[config.mk]
export PLATFORM = sky130hd
export DESIGN_NAME = decodificador_teclado_flat
export DESIGN_NICKNAME = d
export VERILOG_FILES = /design/src/rtl/decodificador_teclado_if.sv /design/src/rtl/decodificador_teclado.sv /design/src/flat_wrapper.sv
export SDC_FILE = /design/constraint.sdc
export NUM_CORES = 1
export LEC_CHECK = 0
export CAP_MARGIN = 25
export CORE_UTILIZATION = 55
export CTS_CLUSTER_DIAMETER = 120
export DETAILED_ROUTE_END_ITERATION = 10
export PLACE_DENSITY = 0.91
export SLEW_MARGIN = 20
export SYNTH_ARGS = -nofsm -noshare
export SYNTH_HDL_FRONTEND = slang
export SYNTH_SLANG_ARGS = --single-unit
[constraint.sdc]
create_clock -name clk -period 3.95 [get_ports clk]
set_clock_uncertainty 0.1 [all_clocks]
set_input_delay 0.5925 -clock clk [delete_from_list [all_inputs] [get_ports clk]]
set_output_delay 0.5925 -clock clk [all_outputs]
set_load 0.02 [all_outputs]
[src/rtl/decodificador_teclado_if.sv]
// Keypad matrix pins plus the packed-digit entry bus consumed by setup and the lock FSM.
// The keypad decoder connects through master and its consumers through slave.
interface decodificador_teclado_if #(
  parameter int MAX_DIGITOS = 20
);
  logic [3:0]               col_matriz;
  logic [3:0]               lin_matriz;
  logic [4*MAX_DIGITOS-1:0] digitos_value;
  logic                     digitos_valid;

  modport master (
    input  col_matriz,
    output lin_matriz,
    output digitos_value,
    output digitos_valid
  );

  modport slave (
    output col_matriz,
    input  lin_matriz,
    input  digitos_value,
    input  digitos_valid
  );
endinterface

[src/rtl/decodificador_teclado.sv]
// 4x4 keypad scanner with press/release debounce and a nibble-packed entry buffer.
// Entry ends on '#', on '*' over an empty buffer, or after an inactivity timeout.
module decodificador_teclado #(
  parameter int SCAN_CYCLES     = 1000,
  parameter int DEBOUNCE_CYCLES = 50000,
  parameter int TIMEOUT_CYCLES  = 250000000,
  parameter int MAX_DIGITOS     = 20
) (
  input logic                     clk,
  input logic                     rst,
  decodificador_teclado_if.master bus
);

  localparam int BW = 4 * MAX_DIGITOS;
  localparam int SW = $clog2(SCAN_CYCLES + 1);
  localparam int DW = $clog2(DEBOUNCE_CYCLES + 1);
  localparam int TW = $clog2(TIMEOUT_CYCLES + 1);
  localparam int CW = $clog2(MAX_DIGITOS + 1);

  localparam logic [SW-1:0] SCAN_LAST = SW'(SCAN_CYCLES - 1);
  localparam logic [DW-1:0] DEB_LAST  = DW'(DEBOUNCE_CYCLES - 1);
  localparam logic [TW-1:0] TMO_LAST  = TW'(TIMEOUT_CYCLES - 1);
  localparam logic [CW-1:0] MAX_C     = CW'(MAX_DIGITOS);

  localparam logic [BW-1:0] EMPTY_FILL   = {MAX_DIGITOS{4'hF}};
  localparam logic [BW-1:0] TIMEOUT_FILL = {MAX_DIGITOS{4'hE}};
  localparam logic [BW-1:0] EXIT_FILL    = {{(MAX_DIGITOS-1){4'hF}}, 4'hB};

  // Internal codes for the two non-digit keys; never stored as-is in the buffer.
  localparam logic [3:0] KEY_STAR = 4'hE;
  localparam logic [3:0] KEY_HASH = 4'hF;

  typedef enum logic [2:0] {
    VARRENDO,
    DEBOUNCE,
    ACEITA,
    PRESSIONADO,
    LIBERANDO
  } estado_t;

  estado_t       estado,     estado_n;
  logic [1:0]    linha,      linha_n;
  logic [SW-1:0] scan_cnt,   scan_cnt_n;
  logic [DW-1:0] deb_cnt,    deb_cnt_n;
  logic [TW-1:0] tmo_cnt,    tmo_cnt_n;
  logic [CW-1:0] count,      count_n;
  logic [BW-1:0] buffer,     buffer_n;
  logic          valid,      valid_n;
  logic          clear_pend, clear_pend_n;
  logic [3:0]    key_col,    key_col_n;
  logic [3:0]    key;

  function automatic logic single_low(input logic [3:0] c);
    return (c == 4'b1110) || (c == 4'b1101) || (c == 4'b1011) || (c == 4'b0111);
  endfunction

  function automatic logic [3:0] key_code(input logic [1:0] r, input logic [3:0] c);
    logic [1:0] ci;
    logic [3:0] k;
    case (c)
      4'b1110: ci = 2'd0;
      4'b1101: ci = 2'd1;
      4'b1011: ci = 2'd2;
      default: ci = 2'd3;
    endcase
    case ({r, ci})
      4'h0:    k = 4'h1;
      4'h1:    k = 4'h2;
      4'h2:    k = 4'h3;
      4'h3:    k = 4'hA;
      4'h4:    k = 4'h4;
      4'h5:    k = 4'h5;
      4'h6:    k = 4'h6;
      4'h7:    k = 4'hB;
      4'h8:    k = 4'h7;
      4'h9:    k = 4'h8;
      4'hA:    k = 4'h9;
      4'hB:    k = 4'hC;
      4'hC:    k = KEY_STAR;
      4'hD:    k = 4'h0;
      4'hE:    k = KEY_HASH;
      default: k = 4'hD;
    endcase
    return k;
  endfunction

  assign key = key_code(linha, key_col);

  // Next-state logic: scan/debounce FSM, timeout and buffer actions.
  always_comb begin
    estado_n     = estado;
    linha_n      = linha;
    scan_cnt_n   = scan_cnt;
    deb_cnt_n    = deb_cnt;
    tmo_cnt_n    = tmo_cnt;
    count_n      = count;
    buffer_n     = buffer;
    key_col_n    = key_col;
    valid_n      = 1'b0;
    clear_pend_n = 1'b0;

    if (clear_pend) begin
      buffer_n  = EMPTY_FILL;
      count_n   = '0;
      tmo_cnt_n = '0;
    end

    case (estado)
      VARRENDO: begin
        if (single_low(bus.col_matriz)) begin
          key_col_n  = bus.col_matriz;
          deb_cnt_n  = '0;
          scan_cnt_n = '0;
          estado_n   = DEBOUNCE;
        end else if (scan_cnt == SCAN_LAST) begin
          scan_cnt_n = '0;
          linha_n    = linha + 2'd1;
        end else begin
          scan_cnt_n = scan_cnt + 1'b1;
        end

        // Idle timer only matters while something has been typed.
        if (count != '0 && !clear_pend) begin
          if (tmo_cnt == TMO_LAST) begin
            buffer_n     = TIMEOUT_FILL;
            valid_n      = 1'b1;
            clear_pend_n = 1'b1;
            tmo_cnt_n    = '0;
          end else begin
            tmo_cnt_n = tmo_cnt + 1'b1;
          end
        end
      end

      DEBOUNCE: begin
        if (bus.col_matriz != key_col) begin
          deb_cnt_n = '0;
          estado_n  = VARRENDO;
        end else if (deb_cnt == DEB_LAST) begin
          deb_cnt_n = '0;
          estado_n  = ACEITA;
        end else begin
          deb_cnt_n = deb_cnt + 1'b1;
        end
      end

      ACEITA: begin
        estado_n  = PRESSIONADO;
        tmo_cnt_n = '0;
        if (key == KEY_HASH) begin
          valid_n      = 1'b1;
          clear_pend_n = 1'b1;
        end else if (key == KEY_STAR) begin
          if (count == '0) begin
            buffer_n     = EXIT_FILL;
            valid_n      = 1'b1;
            clear_pend_n = 1'b1;
          end else begin
            buffer_n = EMPTY_FILL;
            count_n  = '0;
          end
        end else if (key <= 4'h9) begin
          if (count < MAX_C) begin
            buffer_n = {buffer[BW-5:0], key};
            count_n  = count + 1'b1;
          end
        end
      end

      PRESSIONADO: begin
        if (bus.col_matriz == 4'hF) begin
          deb_cnt_n = '0;
          estado_n  = LIBERANDO;
        end
      end

      LIBERANDO: begin
        if (bus.col_matriz != 4'hF) begin
          deb_cnt_n = '0;
          estado_n  = PRESSIONADO;
        end else if (deb_cnt == DEB_LAST) begin
          deb_cnt_n = '0;
          estado_n  = VARRENDO;
        end else begin
          deb_cnt_n = deb_cnt + 1'b1;
        end
      end

      default: estado_n = VARRENDO;
    endcase
  end

  always_ff @(posedge clk) begin
    if (rst) begin
      estado     <= VARRENDO;
      linha      <= 2'd0;
      scan_cnt   <= '0;
      deb_cnt    <= '0;
      tmo_cnt    <= '0;
      count      <= '0;
      buffer     <= EMPTY_FILL;
      valid      <= 1'b0;
      clear_pend <= 1'b0;
      key_col    <= 4'hF;
    end else begin
      estado     <= estado_n;
      linha      <= linha_n;
      scan_cnt   <= scan_cnt_n;
      deb_cnt    <= deb_cnt_n;
      tmo_cnt    <= tmo_cnt_n;
      count      <= count_n;
      buffer     <= buffer_n;
      valid      <= valid_n;
      clear_pend <= clear_pend_n;
      key_col    <= key_col_n;
    end
  end

  assign bus.lin_matriz    = ~(4'b0001 << linha);
  assign bus.digitos_value = buffer;
  assign bus.digitos_valid = valid;

endmodule

[src/flat_wrapper.sv]
// flat-port wrapper written by rule: the top's interface ports become plain ports
module decodificador_teclado_flat 
#(
  parameter int SCAN_CYCLES     = 1000,
  parameter int DEBOUNCE_CYCLES = 50000,
  parameter int TIMEOUT_CYCLES  = 250000000,
  parameter int MAX_DIGITOS     = 20
)
  (clk, rst, bus_col_matriz, bus_lin_matriz, bus_digitos_value, bus_digitos_valid);
  decodificador_teclado_if #(.MAX_DIGITOS(MAX_DIGITOS)) bus_i ();
  input logic clk;
  input logic rst;
  input wire logic [$bits(bus_i.col_matriz)-1:0] bus_col_matriz;
  output wire logic [$bits(bus_i.lin_matriz)-1:0] bus_lin_matriz;
  output wire logic [$bits(bus_i.digitos_value)-1:0] bus_digitos_value;
  output wire logic [$bits(bus_i.digitos_valid)-1:0] bus_digitos_valid;
  assign bus_i.col_matriz = bus_col_matriz;
  assign bus_lin_matriz = bus_i.lin_matriz;
  assign bus_digitos_value = bus_i.digitos_value;
  assign bus_digitos_valid = bus_i.digitos_valid;
  decodificador_teclado #(.SCAN_CYCLES(SCAN_CYCLES), .DEBOUNCE_CYCLES(DEBOUNCE_CYCLES), .TIMEOUT_CYCLES(TIMEOUT_CYCLES), .MAX_DIGITOS(MAX_DIGITOS)) u_core (.clk(clk), .rst(rst), .bus(bus_i));
endmodule
==> metrics.csv, run 1 <==
stage,metric,value,unit
grt,grt_antenna_before_repair,0,
place,placed_cells_incl_taps,1007,
sta,max_slew_margin,31.2,%
clocking,cts_sinks,149,
setup_path,critical-path-slowest-cell,or4_2,
clocking,cts_post_setup_buffers_inserted,0,
setup_path,critPathArrivalTime,3.72,ns
detailed_routing,drt_pass1_iterations,6,
yosys,syn-cell-area,0.00693,mm2
floorplan,die_area,0.0131,mm2
grt,global_route_wire_length_before_repair,28100,um
pwr,max_ir_drop_vdd,0.000395,V
clocking,cts_hold_buffers,0,
pwr,power.total,4290,uW
clocking,cts_tree,done,
sta,whs,0.387,ns
sta,tmin_final,3.50,ns
floorplan,die_height,114,um
layout,area.sequential,0.00298,mm2
floorplan,initial_core_util,57.0,%
yosys,flop_and_latch_count_out_of_synthesis,149,
setup_path,critical_path.max_stage_delay,0.63,ns
clocking,cts.htree.levels,4,
run_status,run_status,"finished, final reports clean",
clocking,clk-insertion-delay-late,0.43,ns
setup_path,critPathMaxFanout,53,
setup_path,path_delay_family,compound AO/OA/AOI/OAI gates,
sta,setup_repair_after_global_routing_missed_its_margin,false,
setup_path,start_kind,register,
place,hpwl,11000,um
layout,multi_input_comb_area,0.00359,mm2
yosys,netlist_instances,793,
detailed_routing,route.detailed.vias_per_inst,6.26,
detailed_routing,finalWirelength,17300,um
setup_path,worstSetupEndpointType,register,
grt,grtUsageTotal,26.7,%
run,max_cap_viols,0,
yosys,synth_sequential_area_ratio,43.0,%
place,port-buffer-count,90,
min_path,worstHoldPathType,register to register,
floorplan,placeableCoreArea,0.0122,mm2
setup_path,timing.critical_path.cells,xor2_1 -> nand3_2 -> inv_2 -> ha_1 -> nor2b_1 -> o22ai_1 -> a32o_1 -> a21o_1 -> or4_2 -> buf_4 -> o22a_1,
setup_path,timing.setup.critical_path_class,register to register,
floorplan,std_cell_rows,40,
detailed_routing,number_of_nets_with_antenna_violations_after_routing,0,
layout,final_layout_size_suffix_gt1_share,7.00,%
layout,post_layout_nonfiller_instances,1040,
sta,fin_crit_sh,88.6,%
grt,grt_overflow_total,0,
sta,worst-slew-pin-transition,1.03,ns
yosys,postSynth.topFlopCell,dfxtp_1,
layout,num_antenna_cells,0,
yosys,post_synth_num_cell_types,67,
yosys,number_of_enable_type_register_cells_in_the_synthesized_netlist,0,
sta,fin_setup_tns,0,ns
detailed_routing,drc,0,
layout,final_layout_net_count,878,
pwr,power_density,507,mW/mm2
setup_path,path_buf_inv,2,
yosys,async_flop_share,0,%
clocking,clk_pin_slew_worst_paths,0.07,ns
detailed_routing,initialDrtViolationCount,570,
floorplan,io-pin-count,91,
clocking,clockRootBuffer,clkbuf_16,
clocking,cts_buffers,17,
floorplan,die-width,114,um
clocking,cts_buffer_depth,2,
setup_path,critical_path_required,4.17,ns
yosys,syn_nets,812,
sta,final_hold_viol_count,0,
sta,setup_viol,0,
yosys,synth_warnings,0,
yosys,syn_avg_cell_area,8.74,um2
grt,first_global_vias,5825,
detailed_routing,via_count_of_the_routed_design,6508,
place,place.gp.congestion,0.892,
grt,grt_max_degree,54,
layout,n_fill_cell,860,
detailed_routing,drt-wirelength-per-cell,16.6,um
sta,fmax,286,MHz
pwr,p_leak,0.00291,uW
layout,area_growth,22.1,%
sta,final_max_slew_viol_count,0,
clocking,postCtsResizedCells,0,
## placed cells by master, fill, tap and decap left out, types with 21 or more instances in the layout
cell,instances
nand3_1,36
clkdlybuf4s50_1,89
a311oi_1,21
o21ai_0,25
dfxtp_1,149
o22a_1,54
nor2_1,75
a21oi_1,57
nand2_1,73
nor3_1,21
## layer usage
layer	vias up	GRT usage, %	part of all wire, %
li1	3103	-	-
met1	3116	33.9	43
met2	250	45.0	50
met3	39	4.66	5.3
met4	0	10.7	1.9
met5	-	0	0
## final cells by class
cell class	count	area share, %
clock buffers	17	5.03
clock inverters	15	2.11
inverters	19	0.843
multi-input cells	568	42.5
flip-flops and latches	149	35.2
well taps	168	2.48
repair buffers	104	11.8
## metrics by stage
step | worst slack (ns) | area (um2) | utilization, %
2_1_floorplan | 1.11 | 6930 | -
3_3_place_gp | 0.644 | 7840 | 64.5
3_5_place_dp | 0.497 | 7850 | 64.6
4_1_cts | 0.488 | 8460 | 69.5
5_1_grt | 0.239 | 8460 | 69.6
6_report | 0.449 | 8460 | 69.6
## cells in the mapped netlist, types with 11 or more instances
cell / number / area, um2
a21oi_1: 57 / 285
a311oi_1: 21 / 184
a31oi_1: 11 / 68.8
buf_2: 14 / 70.1
clkbuf_1: 32 / 120
dfxtp_1: 149 / 2980
ha_1: 13 / 163
inv_1: 18 / 67.6
nand2_1: 73 / 274
nand3_1: 36 / 180
nand4_1: 13 / 81.3
nor2_1: 76 / 285
nor3_1: 21 / 105
o21ai_0: 25 / 125
o221ai_1: 15 / 131
o22a_1: 54 / 473
or3_1: 11 / 68.8
xor2_1: 17 / 149
## power breakdown
part	leakage (uW)	switching (uW)	internal, uW
combinational	0.00140	650	356
clock	0.000297	760	860
sequential	0.00121	94.9	1570
## logic make-up after synthesis
family | after synthesis | share of synthesized area [%]
adder cells (fa/ha/maj) | 13 | 2.35
multiplexers | 9 | 1.32
flip-flops | 149 | 43.0
AO/OA/AOI/OAI | 238 | 24.9
XOR/XNOR | 22 | 2.78
buffers and inverters | 76 | 5.29
AND/OR/NAND/NOR | 286 | 20.4
## state kept, by name (all words and copies together) (netlist names)
name and cells:
u_core.bus.digitos_valid 1, u_core.bus.digitos_value 80, u_core.count 5, u_core.deb_cnt 16, u_core.estado 3, u_core.key_col 4, u_core.linha 2, u_core.scan_cnt 10
u_core.tmo_cnt 28
## worst reg2reg max path: cells and delay by family, from the launching register on
family | cells | cell delay, ns
fa+ha+maj | 1 | 0.17
compound gates | 4 | 1.03
flops | 1 | 0.50
simple gates | 3 | 0.92
buf+inv | 2 | 0.45
xor+xnor | 1 | 0.23
## final timing paths
kind | to | slack [ns] | depth (start not counted) | from
max | u_core.bus.digitos_value[29] | 0.45 | 11 | u_core.key_col[2]
min | u_core.tmo_cnt[15] | 0.39 | 1 | u_core.tmo_cnt[15]
max reg2reg | u_core.bus.digitos_value[29] | 0.45 | 11 | u_core.key_col[2]
min reg2reg | u_core.tmo_cnt[15] | 0.39 | 1 | u_core.tmo_cnt[15]
(Power assumes the default switching activity.)
==> run 2, diff against run 1 <==
Settings changed: GPL_TIMING_DRIVEN set to 0, SLEW_MARGIN 20 to 10.
==> run 2 against run 1 <==
  * Cell count grew 3.9%
  * Clock-buffer cell count up 1
  * Power increased by 1.0%
  * Utilization grew 1.3 points
  * Hold slack got worse by 0.0071 ns
  * Critical path type unchanged
  * Fmax rose by 6.9%
  * Sequential cell count unchanged
  * Design area up 1.9%
  * Largest power group unchanged
  * Sequential power is essentially flat
  * Non-clock buffer count rose by 41
  * Routed wire length up 5.9%
  * Combinational power rose by 6%
==> metrics.csv, run 2 (synthesis results as in run 1) <==
stage,metric,value,unit,change
clocking,cts_sinks,149,,unchanged
sta,fin_setup_tns,0,ns,unchanged
detailed_routing,initialDrtViolationCount,600,,was 570
detailed_routing,number_of_nets_with_antenna_violations_after_routing,0,,unchanged
grt,grt_max_degree,17,,was 54
setup_path,critPathArrivalTime,3.50,ns,was 3.72 ns
layout,area_growth,24.4,%,was 22.1%
clocking,clockRootBuffer,clkbuf_16,,unchanged
layout,final_cell_area,0.00862,mm2,was 0.00846 mm2
floorplan,std_cell_rows,40,,unchanged
detailed_routing,wl_met3,1030,um,was 910 um
floorplan,die_height,114,um,unchanged
floorplan,io-pin-count,91,,unchanged
pwr,power_density,502,mW/mm2,was 507 mW/mm2
detailed_routing,via_count_of_the_routed_design,6740,,was 6508
pwr,p_leak,0.00298,uW,was 0.00291 uW
sta,final_max_slew_viol_count,0,,unchanged
clocking,cts_buffer_depth,2,,unchanged
detailed_routing,route.detailed.vias_per_inst,6.23,,was 6.26
place,dpl-instance-area,0.00802,mm2,was 0.00785 mm2
clocking,cts_post_setup_buffers_inserted,0,,unchanged
clocking,cts_buffers,17,,unchanged
setup_path,worstSetupEndpointType,register,,unchanged
floorplan,initial_core_util,57.0,%,unchanged
place,port-buffer-count,88,,was 90
detailed_routing,top_layer,met4,,unchanged
sta,tmin_final,3.27,ns,was 3.50 ns
min_path,worst_hold_startpoint,u_core.deb_cnt[1],,was u_core.tmo_cnt[15]
sta,worst-slew-pin-transition,0.787,ns,was 1.03 ns
layout,largest_register_ffs,80,,unchanged
grt,grt_overflow_total,0,,unchanged
run_status,run_status,"finished, final reports clean",,unchanged
grt,grt_antenna_before_repair,0,,unchanged
min_path,worstHoldPathType,register to register,,unchanged
clocking,cts_hold_buffers,0,,unchanged
detailed_routing,finalWirelength,18300,um,was 17300 um
layout,post_layout_nonfiller_instances,1081,,was 1040
layout,num_antenna_cells,0,,unchanged
layout,final_layout_size_suffix_gt1_share,7.45,%,was 7.00%
layout,final_layout_net_count,919,,was 878
setup_path,critical_path_required,4.18,ns,was 4.17 ns
grt,first_global_vias,6236,,was 5825
floorplan,die_area,0.0131,mm2,unchanged
clocking,cts_tree,done,,unchanged
sta,fmax,305,MHz,was 286 MHz
clocking,clk-insertion-delay-late,0.43,ns,about the same
detailed_routing,drt-wirelength-per-cell,17.0,um,was 16.6 um
place,hpwl,12100,um,was 11000 um
place,place.gp.congestion,0.904,,was 0.892
clocking,postCtsResizedCells,0,,unchanged
setup_path,timing.rr.start,u_core.count[1],,was u_core.key_col[2]
clocking,cts.htree.levels,4,,unchanged
setup_path,worst_setup_path_startpoint,u_core.count[1],,was u_core.key_col[2]
grt,grtUsageTotal,29.1,%,was 26.7%
floorplan,placeableCoreArea,0.0122,mm2,unchanged
sta,setup_viol,0,,unchanged
grt,global_route_wire_length_before_repair,30500,um,was 28100 um
layout,final_cell_mix,"dfxtp_1, clkdlybuf4s50_1, nor2_1",,unchanged
place,placed_cells_incl_taps,1049,,was 1007
detailed_routing,drt_pass1_iterations,8,,was 6
layout,layout_commonest_cell,dfxtp_1,,unchanged
run,max_cap_viols,0,,unchanged
detailed_routing,drc,0,,unchanged
setup_path,timing.setup.critical_path_class,register to register,,unchanged
pwr,max_ir_drop_vdd,0.000436,V,was 0.000395 V
setup_path,critPathMaxFanout,10,,was 53
layout,finish.utilization,70.9,%,was 69.6%
sta,setup_repair_after_global_routing_missed_its_margin,false,,unchanged
setup_path,start_kind,register,,unchanged
sta,final_hold_viol_count,0,,unchanged
sta,max_slew_margin,47.2,%,was 31.2%
detailed_routing,drt-met1-wl,7820,um,was 7380 um
clocking,clk_pin_slew_worst_paths,0.06,ns,was 0.07 ns
detailed_routing,met2_length,8960,um,was 8690 um
sta,fin_crit_sh,82.9,%,was 88.6%
floorplan,die-width,114,um,unchanged
==> run 2: cell types whose count changed in the layout (fill, tap and decap cells not counted), moves of 3 or more <==
cell | before | now
buf_2 | 1 | 14
buf_4 | 14 | 3
buf_6 | 0 | 7
clkbuf_1 | 0 | 32
clkinv_8 | 4 | 1
inv_8 | 7 | 4
==> run 2: cell type report <==
| cell class | instances | area, um2 |
|---|---|---|
| Sequential cell | 149 | 2980 |
| Buffer | 57 | 295 |
| Timing Repair Buffer | 88 | 881 |
| Clock buffer | 18 | 439 |
| Fill cell | 867 | 3540 |
| Inverter | 19 | 71.3 |
| Multi-Input combinational cell | 568 | 3580 |
| Tap cell | 168 | 210 |
| Clock inverter | 14 | 160 |
==> run 2: through the flow <==
stage          hold WS (ns)  total power, uW  worst slack [ns]
6_report              0.380             4330             0.676
2_1_floorplan         0.343             2410              1.11
3_3_place_gp          0.367             2660             0.727
3_5_place_dp          0.371             2690             0.688
4_1_cts               0.384             4320             0.727
5_1_grt               0.402             4530             0.522
==> run 2: critical path, cell delays in order, from the launching register on <==
cell      delay, ns
dfxtp_1        0.41
inv_1          0.06
ha_1           0.19
or4b_2         0.19
clkbuf_1       0.31
nand3_1        0.35
nor2_1         0.59
clkbuf_1       0.51
a21oi_1        0.15
a311oi_1       0.31
==> run 2: path summary, 6_finish.rpt <==
kind / endpoint / slack (ns) / cells past startpoint
setup / recovery: u_core.tmo_cnt[12] / 0.68 / 9
hold reg to reg: u_core.deb_cnt[1] / 0.38 / 2
setup reg to reg: u_core.tmo_cnt[12] / 0.68 / 9
hold / removal: u_core.deb_cnt[1] / 0.38 / 2
==> run 2: per-layer routing <==
layer,up-vias,track usage (%)
met4,0,13.9
li1,3196,-
met2,263,47.5
met5,-,0
met1,3229,36.7
met3,52,6.09
==> run 2: where the power goes <==
part	leakage (uW)	internal [uW]	switching (uW)
sequential	0.00121	1570	59.7
clock	0.000293	915	719
combinational	0.00148	365	706
==> run 3, diff against run 2 <==
Clock period 3.95 ns to 3.2 ns, I/O delays scaled along.
==> run 3 against run 2 <==
  * Utilization grew 0.71 points
  * Hold slack gained 0.0018 ns
  * Setup slack lost 0.65 ns
  * Sequential cell count is the same
  * Critical endpoint is now u_core.bus.digitos_value[35]
  * Highest routed layer unchanged
==> metrics.csv, run 3 (synthesis results as in run 1) <==
stage,metric,value,unit,change
sta,max_slew_margin,46.2,%,was 47.2%
grt,grt_overflow_total,0,,unchanged
clocking,cts_buffer_depth,2,,unchanged
grt,first_global_vias,6276,,was 6236
pwr,power.total,5400,uW,was 4330 uW
sta,setup_viol,0,,unchanged
detailed_routing,number_of_nets_with_antenna_violations_after_routing,0,,unchanged
setup_path,critPathArrivalTime,3.40,ns,was 3.50 ns
detailed_routing,initialDrtViolationCount,694,,was 600
sta,layout_setup_ws,0.0217,ns,was 0.676 ns
detailed_routing,wl_met3,1210,um,was 1030 um
floorplan,placeableCoreArea,0.0122,mm2,unchanged
sta,fin_crit_sh,99.3,%,was 82.9%
min_path,holdPathEnd,u_core.deb_cnt[1],,unchanged
sta,fin_setup_tns,0,ns,unchanged
layout,final_cell_area,0.00871,mm2,was 0.00862 mm2
floorplan,std_cell_rows,40,,unchanged
clocking,clockRootBuffer,clkbuf_16,,unchanged
setup_path,timing.rr.start,u_core.key_col[0],,was u_core.count[1]
layout,final_layout_size_suffix_gt1_share,9.27,%,was 7.45%
setup_path,start_kind,register,,unchanged
detailed_routing,finalWirelength,18900,um,was 18300 um
pwr,power_density,620,mW/mm2,was 502 mW/mm2
clocking,cts_hold_buffers,0,,unchanged
clocking,cts_buffers,17,,unchanged
clocking,cts_tree,done,,unchanged
detailed_routing,drt-wirelength-per-cell,17.4,um,was 17.0 um
grt,grtUsageTotal,29.3,%,was 29.1%
sta,tmin_final,3.18,ns,was 3.27 ns
setup_path,end_of_the_worst_register_to_register_path,u_core.bus.digitos_value[35],,was u_core.tmo_cnt[12]
setup_path,timing.setup.critical_path_class,register to register,,unchanged
sta,final_max_slew_viol_count,0,,unchanged
run,max_cap_viols,0,,unchanged
grt,global_route_wire_length_before_repair,30700,um,was 30500 um
detailed_routing,drt-met1-wl,7840,um,was 7820 um
place,place.gp.congestion,0.904,,unchanged
place,port-buffer-count,88,,unchanged
sta,worst-slew-pin-transition,0.801,ns,was 0.787 ns
min_path,worstHoldPathType,register to register,,unchanged
run_status,run_status,"finished, final reports clean",,unchanged
place,dp_slack,0.0201,ns,was 0.688 ns
setup_path,critPathMaxFanout,10,,unchanged
layout,largest_register_ffs,80,,unchanged
layout,num_antenna_cells,0,,unchanged
detailed_routing,route.detailed.vias_per_inst,6.34,,was 6.23
layout,final_cell_mix,"dfxtp_1, clkdlybuf4s50_1, nor2_1",,unchanged
setup_path,critical_path_required,3.42,ns,was 4.18 ns
floorplan,initial_core_util,57.0,%,unchanged
clocking,clk-insertion-delay-late,0.44,ns,was 0.43 ns
detailed_routing,top_layer,met4,,unchanged
layout,layout_commonest_cell,dfxtp_1,,unchanged
place,hpwl,12100,um,unchanged
setup_path,worstSetupEndpointType,register,,unchanged
min_path,cells_on_worst_hold_path,2,,unchanged
detailed_routing,via_count_of_the_routed_design,6877,,was 6740
floorplan,io-pin-count,91,,unchanged
clocking,cts_sinks,149,,unchanged
setup_path,reg2reg_depth,13,,was 9
clocking,cts.htree.levels,4,,unchanged
sta,fmax,315,MHz,was 305 MHz
min_path,worst_hold_startpoint,u_core.deb_cnt[1],,unchanged
layout,n_fill_cell,847,,was 867
grt,grt_max_degree,17,,unchanged
floorplan,die-width,114,um,unchanged
floorplan,die_area,0.0131,mm2,unchanged
grt,grt_antenna_before_repair,0,,unchanged
place,dpl-instance-area,0.00802,mm2,unchanged
floorplan,die_height,114,um,unchanged
detailed_routing,drc,0,,unchanged
pwr,max_ir_drop_vdd,0.000492,V,was 0.000436 V
detailed_routing,met2_length,9300,um,was 8960 um
sta,final_hold_viol_count,0,,unchanged
setup_path,rrSetupSlack,0.02,ns,was 0.68 ns
layout,area_growth,25.6,%,was 24.4%
layout,finish.utilization,71.6,%,was 70.9%
layout,final_layout_net_count,923,,was 919
pwr,p_leak,0.00301,uW,was 0.00298 uW
clocking,clk_pin_slew_worst_paths,0.07,ns,was 0.06 ns
detailed_routing,drt_pass1_iterations,6,,was 8
==> run 3: cell count changes in the layout (fill, tap and decap cells not counted), moves of 2 or more <==
cell,previous run,this run
nand2_1,73,70
clkbuf_1,32,28
buf_4,3,6
xor2_2,0,2
clkbuf_2,0,3
xor2_1,17,15
nand2_2,0,3
==> run 3: per-layer routing <==
metal,up-vias,track usage (%)
met1,3287,36.9
met4,0,13.7
met2,334,48.0
met3,67,6.19
met5,-,0
li1,3189,-
==> run 3: cell type report <==
type	instances	area, um2	area share, %
tap	168	210	2.41
clock buffer	18	439	5.04
buffer	57	303	3.48
sequential	149	2980	34.3
clock inverter	14	160	1.84
inverter	19	71.3	0.819
timing repair buffer	92	911	10.5
multi-input combinational	568	3630	41.7
==> run 3: metrics by stage <==
stage          instances  hold WS (ns)
2_1_floorplan        793         0.343
3_3_place_gp        1049         0.367
3_5_place_dp        1049         0.371
4_1_cts             1081         0.368
5_1_grt             1085         0.402
6_report            1085         0.382
==> run 3: timing repair <==
item	in CTS	in global routing
pin swaps	0	3
setup endpoints to repair	3	94
buffers inserted	0	4
resized for setup	2	17
==> run 3: worst max path at each step <==
stage,start,endpoint,slack [ns],cells past startpoint
floorplan,u_core.key_col[1],u_core.bus.digitos_value[10],0.36,13
global placement,u_core.key_col[1],u_core.bus.digitos_value[59],0.08,13
detailed placement,u_core.key_col[1],u_core.bus.digitos_value[23],0.02,13
CTS,u_core.count[1],u_core.tmo_cnt[12],0.05,9
global route,u_core.key_col[2],u_core.bus.digitos_value[52],-0.13,13
finish,u_core.key_col[0],u_core.bus.digitos_value[35],0.02,13
==> run 3: report_power, final <==
group | switching [uW] | internal [uW]
registers | 74.8 | 1940
logic | 896 | 468
clock network | 892 | 1130
==> run 3: worst max-delay path: stages, from the launching register on <==
cell and delay [ns]:
dfxtp_1 0.34, buf_6 0.15, xor2_2 0.19, and3_4 0.23, inv_1 0.07, ha_1 0.28, nor2b_1 0.06, a32oi_2 0.27
nand2_2 0.12, a21o_1 0.22, or4_1 0.51, buf_6 0.17, buf_6 0.14, o22a_1 0.22
